==> src/rtl/wrr_stream_arbiter.sv <==
// Weighted round-robin stream arbiter with burst credits and a payload mux.
// Forward path is combinational; a stalled decision stays locked until it transfers.
module wrr_stream_arbiter #(
  parameter int NUM_REQ      = 4,
  parameter int DATA_WIDTH   = 32,
  parameter int WEIGHT_WIDTH = 4,
  parameter int IDX_W        = (NUM_REQ > 1) ? $clog2(NUM_REQ) : 1
) (
  input  logic                          clk_i,
  input  logic                          rst_i,
  input  logic                          flush_i,
  input  logic [NUM_REQ-1:0]            req_valid_i,
  output logic [NUM_REQ-1:0]            req_ready_o,
  input  logic [NUM_REQ*DATA_WIDTH-1:0] req_data_i,
  input  logic [NUM_REQ*WEIGHT_WIDTH-1:0] weight_i,
  output logic                          gnt_valid_o,
  input  logic                          gnt_ready_i,
  output logic [DATA_WIDTH-1:0]         gnt_data_o,
  output logic [IDX_W-1:0]              gnt_idx_o
);

  localparam logic [IDX_W-1:0] LAST_IDX = IDX_W'(NUM_REQ - 1);

  logic [IDX_W-1:0]        ptr_q, ptr_d;
  logic [IDX_W-1:0]        lock_idx_q, lock_idx_d;
  logic [WEIGHT_WIDTH-1:0] cnt_q, cnt_d;
  logic                    lock_q, lock_d;

  logic [IDX_W-1:0]        sel;
  logic [IDX_W-1:0]        cand;
  logic [WEIGHT_WIDTH-1:0] w_ptr;
  logic                    found;
  logic                    extend;
  logic                    burst;
  logic                    xfer;
  logic                    stall;

  always_comb begin
    w_ptr = '0;
    for (int k = 0; k < NUM_REQ; k++) begin
      if (IDX_W'(k) == ptr_q) begin
        w_ptr = weight_i[k*WEIGHT_WIDTH +: WEIGHT_WIDTH];
      end
    end
    if (w_ptr == '0) begin
      w_ptr = WEIGHT_WIDTH'(1);
    end
  end

  assign extend = (cnt_q != '0) && (cnt_q < w_ptr);
  assign burst  = extend && req_valid_i[ptr_q];

  // Search starts just after the last-served index; ptr_q itself is checked last.
  always_comb begin
    sel   = '0;
    cand  = '0;
    found = 1'b0;
    if (lock_q && req_valid_i[lock_idx_q]) begin
      sel = lock_idx_q;
    end else if (burst) begin
      sel = ptr_q;
    end else begin
      for (int i = 1; i <= NUM_REQ; i++) begin
        cand = IDX_W'((int'(ptr_q) + i) % NUM_REQ);
        if (!found && req_valid_i[cand]) begin
          sel   = cand;
          found = 1'b1;
        end
      end
    end
  end

  assign gnt_valid_o = |req_valid_i;
  assign gnt_idx_o   = sel;
  assign xfer        = gnt_valid_o & gnt_ready_i;
  assign stall       = gnt_valid_o & ~gnt_ready_i;

  always_comb begin
    gnt_data_o  = '0;
    req_ready_o = '0;
    for (int k = 0; k < NUM_REQ; k++) begin
      if (gnt_valid_o && IDX_W'(k) == sel) begin
        gnt_data_o     = req_data_i[k*DATA_WIDTH +: DATA_WIDTH];
        req_ready_o[k] = gnt_ready_i;
      end
    end
  end

  always_comb begin
    ptr_d      = ptr_q;
    cnt_d      = cnt_q;
    lock_d     = 1'b0;
    lock_idx_d = lock_idx_q;
    if (xfer) begin
      ptr_d = sel;
      cnt_d = (sel == ptr_q && extend) ? cnt_q + WEIGHT_WIDTH'(1)
                                       : WEIGHT_WIDTH'(1);
    end else if (stall) begin
      lock_d     = 1'b1;
      lock_idx_d = sel;
    end
  end

  always_ff @(posedge clk_i) begin
    if (rst_i || flush_i) begin
      ptr_q      <= LAST_IDX;
      cnt_q      <= '0;
      lock_q     <= 1'b0;
      lock_idx_q <= '0;
    end else begin
      ptr_q      <= ptr_d;
      cnt_q      <= cnt_d;
      lock_q     <= lock_d;
      lock_idx_q <= lock_idx_d;
    end
  end

`ifndef SYNTHESIS
  a_ready_onehot0: assert property (@(posedge clk_i)
    $onehot0(req_ready_o));
  a_ready_xfer: assert property (@(posedge clk_i)
    (|req_ready_o) |-> xfer);
  a_lock_stable: assert property (@(posedge clk_i) disable iff (rst_i || flush_i)
    (lock_q && req_valid_i[lock_idx_q]) |-> $stable(gnt_data_o));
`endif

endmodule

==> config.mk <==
export PLATFORM = sky130hd
export DESIGN_NAME = wrr_stream_arbiter
export DESIGN_NICKNAME = d
export VERILOG_FILES = /design/src/rtl/wrr_stream_arbiter.sv
export SDC_FILE = /design/constraint.sdc
export NUM_CORES = 1
export LEC_CHECK = 0
export CORE_AREA = 5 5 89 91
export DETAILED_ROUTE_END_ITERATION = 6
export DIE_AREA = 0 0 94 96
export PLACE_DENSITY = 0.77
export SLEW_MARGIN = 0
export SYNTH_ARGS = -nofsm -noshare
export SYNTH_HDL_FRONTEND = slang
export SYNTH_SLANG_ARGS = --single-unit
==> constraint.sdc <==
create_clock -name clk_i -period 5.7 [get_ports clk_i]
set_input_delay 0.855 -clock clk_i [delete_from_list [all_inputs] [get_ports clk_i]]
set_output_delay 0.855 -clock clk_i [all_outputs]
set_load 0.05 [all_outputs]
==> impl_metrics.env, run 1 <==
export IMPL_hp_start="lock_idx_q[0]"
export IMPL_hold_viol_final=0
export IMPL_ys_warn_count=0
export IMPL_ioPinCount=191
export IMPL_io_buffers=190
export IMPL_post_place_ws_ns=0.351
export IMPL_crit_required_ns=4.85
export IMPL_syn_to_final_growth_pct=107
export IMPL_synth_flop_cell="dfxtp_1"
export IMPL_core_area_um2=7060
export IMPL_outcome="finished clean"
export IMPL_crit_path_end_kind="output pin"
export IMPL_vias=2818
export IMPL_syn_nets=421
export IMPL_fin_crit_sh_pct=94.3
export IMPL_critPathArrivalTime_ns=4.52
export IMPL_hold_buffers=0
export IMPL_maxSlewViolCount=0
export IMPL_layout_common_cells="153 x clkdlybuf4s50_1, 68 x mux2i_1, 36 x buf_12"
export IMPL_drive_gt1_share_pct=14.1
export IMPL_setup_violations_final=0
export IMPL_crit_fanout=16
export IMPL_worstMarginPinSlew_ns=0.665
export IMPL_rows=31
export IMPL_drcViolationCount=0
export IMPL_grt_pass1_wl_mm=14.2
export IMPL_cts_made_buffers=3
export IMPL_grt_overflow_total=0
export IMPL_synth_area_um2=2150
export IMPL_firstDrtPassIters=6
export IMPL_rr_startpoint="ptr_q[1]"
export IMPL_ys_async_sr_fraction_pct=0
export IMPL_htreeDepth=1
export IMPL_maxCapViolCount=0
export IMPL_final_net_count=602
export IMPL_clk_latency_ns=0.23
export IMPL_fmax_mhz=186
export IMPL_post_cts_resized=0
export IMPL_finalCriticalPeriod_ns=5.37
export IMPL_fin_skew_ns=0.00156
export IMPL_syn_avg_cell_area_um2=8.29
export IMPL_cts_root_buf="clkbuf_8"
export IMPL_clk_pin_slew_ns=0.05
export IMPL_leakage_uw=0.00173
export IMPL_start_util_pct=30.5
export IMPL_die_x_um=94
export IMPL_synth_edf_count=0
export IMPL_timing_final_ws_setup_ns=0.327
export IMPL_grt_total_usage_pct=19.8
export IMPL_antenna_found_initial=0
export IMPL_tns_ns=0
export IMPL_wirelength_mm=9.46
export IMPL_drtIter0Drc=91
export IMPL_cts_tree="yes"
export IMPL_vias_per_cell=5.23
export IMPL_dieHeight_um=96
export IMPL_peakVddDrop_mv=0.132
export IMPL_wl_per_cell_um=17.5
export IMPL_powerDensity_nw_per_um2=236
export IMPL_postSynthCellCount=260
export IMPL_cts_setup_buffers=0
export IMPL_critPathKind="in -> out"
export IMPL_place_congestion=0.829
export IMPL_diodes=0
export IMPL_crit_path_start_kind="input port"
export IMPL_dp_hpwl_mm=8.16
export IMPL_grt_setup_unrepaired="false"
export IMPL_grt_max_degree=56
export IMPL_synth_ff_latch_count=9
export IMPL_ys_seq_area_share_pct=8.36
export IMPL_dieArea_um2=9020
export IMPL_clock_sinks=9
export IMPL_slew_headroom_pct=55.6
export IMPL_hold_path_class="reg -> reg"
export IMPL_startpoint="weight_i[3]"
export IMPL_ant_nets=0
export IMPL_grt_pass1_vias=2925
export IMPL_final_common_cell="clkdlybuf4s50_1"
export IMPL_cts_buffer_depth=2
export IMPL_synth_cell_types=51
[synth_stat cells, drive strengths merged (3+ instances only)]
cell / number / share of area (%)
o22ai: 34 / 10
o21bai: 3 / 1.0
o21ai: 7 / 1.6
a31oi: 3 / 0.87
dfxtp: 9 / 8.4
nand2: 20 / 3.5
o211ai: 6 / 2.1
mux2: 4 / 2.1
a21oi: 8 / 1.9
inv: 9 / 1.6
nor3: 6 / 1.4
and3: 4 / 1.2
buf: 14 / 8.1
ha: 9 / 5.2
clkbuf: 8 / 1.4
nand2b: 3 / 1.2
mux2i: 69 / 33
nor2: 12 / 2.1
[sequential cells by signal (all words and copies together) (netlist names)]
signal,cells
cnt_q,4
ptr_q,2
lock_q,1
lock_idx_q,2
[routing by layer]
| layer | global-route usage [%] | vias to the layer above | part of all wire, % |
|---|---|---|---|
| met3 | 5.39 | 12 | 7.9 |
| li1 | - | 1374 | - |
| met5 | 0 | - | 0 |
| met2 | 36.5 | 128 | 53 |
| met1 | 21.9 | 1304 | 37 |
| met4 | 6.14 | 0 | 2.2 |
[stage by stage]
| step | area, um^2 | utilization [%] | hold WS (ns) | total power (uW) | cells |
|---|---|---|---|---|---|
| 2_1_floorplan | 2150 | - | 0.478 | 562 | 260 |
| 3_3_place_gp | 4410 | 62.5 | 0.505 | 972 | 535 |
| 3_5_place_dp | 4410 | 62.5 | 0.520 | 983 | 535 |
| 4_1_cts | 4460 | 63.2 | 0.527 | 1060 | 539 |
| 5_1_grt | 4460 | 63.2 | 0.566 | 1100 | 539 |
| 6_report | 4460 | 63.2 | 0.536 | 1050 | 539 |
[cells by family after synthesis]
kind of cell | after synthesis | share of synthesized area [%]
adders and majority gates | 9 | 5.23
AOI/OAI and AO/OA | 76 | 24.3
buffers and inverters | 31 | 11.0
and+or+nand+nor | 59 | 13.9
muxes | 75 | 36.8
xor gates and xnor gates | 1 | 0.407
DFF | 9 | 8.36
[final cells by class]
| type | count | area, um^2 |
|---|---|---|
| inverter | 9 | 33.8 |
| sequential | 9 | 180 |
| fill | 627 | 2600 |
| tap | 99 | 124 |
| clock buffer | 4 | 45.0 |
| multi-input combinational | 220 | 1760 |
| timing repair buffer | 198 | 2320 |
[worst max-delay path: stages]
cell and delay (ns):
clkdlybuf4s50_1 0.46, nand2_1 0.05, o211ai_1 0.17, o211ai_1 0.17
ha_1 0.33, a221oi_1 0.38, nor3b_2 0.25, a32oi_2 0.17
or3_1 0.43, a31oi_4 0.24, buf_4 0.32, mux2i_1 0.31
o22ai_1 0.18, buf_12 0.18
[power breakdown]
part	switching, uW	leakage (uW)	internal, uW
Combinational	467	0.00163	442
Clock	26.5	0.0000228	48.8
Sequential	3.07	0.0000733	65.2
Total	497	0.00173	556
[worst paths after layout]
kind / end / slack [ns] / depth (start not counted)
setup / recovery: gnt_data_o[0] / 0.33 / 14
hold / removal: lock_idx_q[0] / 0.54 / 2
setup reg to reg: lock_idx_q[1] / 1.82 / 13
hold reg to reg: lock_idx_q[0] / 0.54 / 2
No activity file was read; power rests on OpenSTA's default activity.
==> run 2: changes to the inputs <==
--- a/config.mk
+++ b/config.mk
@@ -8,7 +8,7 @@
 export CORE_AREA = 5 5 89 91
 export DETAILED_ROUTE_END_ITERATION = 6
 export DIE_AREA = 0 0 94 96
-export PLACE_DENSITY = 0.77
+export PLACE_DENSITY = 0.8
 export SLEW_MARGIN = 0
 export SYNTH_ARGS = -nofsm -noshare
 export SYNTH_HDL_FRONTEND = slang
==> run 2 against run 1 <==
Routed wire length up 0.31%. Critical endpoint is now gnt_data_o[11]. Final cell count stayed put. Combinational power about the same.
==> impl_metrics.env, run 2 (synthesis gave the netlist of run 1 again) <==
export IMPL_largest_register="cnt_q"
export IMPL_crit_required_ns=4.85
export IMPL_cts_buffer_depth=2
export IMPL_cts_tree="yes"
export IMPL_post_place_ws_ns=0.430
export IMPL_crit_path_start_kind="input port"
export IMPL_crit_path_end_kind="output pin"
export IMPL_clk_pin_slew_ns=0.05
export IMPL_firstDrtPassIters=4
export IMPL_peakVddDrop_mv=0.172
export IMPL_final_common_cell="clkdlybuf4s50_1"
export IMPL_htreeDepth=1
export IMPL_maxSlewViolCount=0
export IMPL_io_buffers=190
export IMPL_largest_reg_flops=4
export IMPL_dp_hpwl_mm=8.07
export IMPL_rows=31
export IMPL_fmax_mhz=188
export IMPL_worstMarginPinSlew_ns=0.851
export IMPL_critPathKind="in -> out"
export IMPL_ioPinCount=191
export IMPL_timing_final_ws_setup_ns=0.374
export IMPL_critPathArrivalTime_ns=4.47
export IMPL_slew_headroom_pct=42.7
export IMPL_multi_input_area_um2=1760
export IMPL_start_util_pct=30.5
export IMPL_tns_ns=0
export IMPL_grt_max_degree=56
export IMPL_grt_total_usage_pct=19.6
export IMPL_leakage_uw=0.00172
export IMPL_endpoint="gnt_data_o[11]"
export IMPL_final_net_count=601
export IMPL_clock_sinks=9
export IMPL_largestRegisters="cnt_q x4, lock_idx_q x2, ptr_q x2"
export IMPL_drive_gt1_share_pct=14.1
export IMPL_final_area_um2=4450
export IMPL_vias_per_cell=5.18
export IMPL_wl_per_cell_um=17.6
export IMPL_ff2ff_path_depth=13
export IMPL_cts_root_buf="clkbuf_8"
export IMPL_drcViolationCount=0
export IMPL_maxCapViolCount=0
export IMPL_place_congestion=0.930
export IMPL_powerDensity_nw_per_um2=236
export IMPL_grt_pass1_vias=2876
export IMPL_setup_violations_final=0
export IMPL_grt_overflow_total=0
export IMPL_p_total_uw=1050
export IMPL_cts_made_buffers=3
export IMPL_drtIter0Drc=155
export IMPL_dieArea_um2=9020
export IMPL_antenna_found_initial=0
export IMPL_fin_skew_ns=0.00152
export IMPL_wirelength_mm=9.48
export IMPL_die_x_um=94
export IMPL_grt_setup_unrepaired="false"
export IMPL_grt_pass1_wl_mm=14.1
export IMPL_vias=2792
export IMPL_ant_nets=0
export IMPL_core_area_um2=7060
export IMPL_whs_ns=0.523
export IMPL_rr_startpoint="ptr_q[1]"
export IMPL_fill_cells=595
export IMPL_syn_to_final_growth_pct=107
export IMPL_clk_latency_ns=0.24
export IMPL_dpl_cell_area_um2=4410
export IMPL_cts_setup_buffers=0
export IMPL_crit_fanout=55
export IMPL_regArea_um2=181
export IMPL_hold_buffers=0
export IMPL_outcome="finished clean"
export IMPL_hold_viol_final=0
export IMPL_finalCriticalPeriod_ns=5.33
export IMPL_fin_crit_sh_pct=93.4
export IMPL_dieHeight_um=96
export IMPL_r2r_end="lock_idx_q[1]"
export IMPL_rrSetupSlack_ns=2.00
export IMPL_layout_common_cells="153 x clkdlybuf4s50_1, 68 x mux2i_1, 36 x buf_12"
export IMPL_post_cts_resized=0
export IMPL_startpoint="weight_i[3]"
export IMPL_hold_path_class="reg -> reg"
==> run 2: worst min path at each step <==
stage | start | to | depth (start not counted)
after global routing | cnt_q[2] | cnt_q[2] | 2
final | cnt_q[3] | cnt_q[3] | 2
after floorplan | cnt_q[1] | cnt_q[1] | 2
after detailed placement | cnt_q[3] | cnt_q[3] | 2
after CTS | cnt_q[3] | cnt_q[3] | 2
after global placement | cnt_q[1] | cnt_q[1] | 2
==> run 2: final cells by class <==
class / count / area share, %
Clock buffer: 4 / 1.01
Sequential cell: 9 / 4.07
Tap cell: 99 / 2.78
Timing Repair Buffer: 197 / 51.9
Antenna cell: 1 / 0.0562
Multi-Input combinational cell: 220 / 39.4
Inverter: 9 / 0.758
==> run 2: worst max-delay path: stages <==
cell	delay (ns)
clkdlybuf4s50_1	0.45
nand2_1	0.05
o211ai_1	0.18
o211ai_1	0.16
ha_1	0.33
a221oi_1	0.37
nor3b_2	0.25
a32oi_2	0.17
or3_1	0.43
a31oi_4	0.25
buf_12	0.33
mux2i_1	0.14
o22ai_1	0.27
buf_12	0.18
==> run 2: power breakdown <==
group | switching (uW) | leakage, uW | internal, uW
Sequential | 3.26 | 0.0000729 | 65.3
Combinational | 465 | 0.00162 | 442
Clock | 27.3 | 0.0000228 | 48.9
==> run 2: metrics by stage <==
stage / utilization, % / cells
6_report: 63.1 / 539
2_1_floorplan: - / 260
3_5_place_dp: 62.4 / 534
4_1_cts: 63.0 / 538
5_1_grt: 63.1 / 538
3_3_place_gp: 62.4 / 534
==> run 2: metal layers <==
metal,global-route usage [%],vias up,wire length (um)
met4,5.42,0,230
li1,-,1363,-
met5,0,-,0
met1,22.9,1286,3470
met2,35.5,128,5060
met3,4.61,15,720
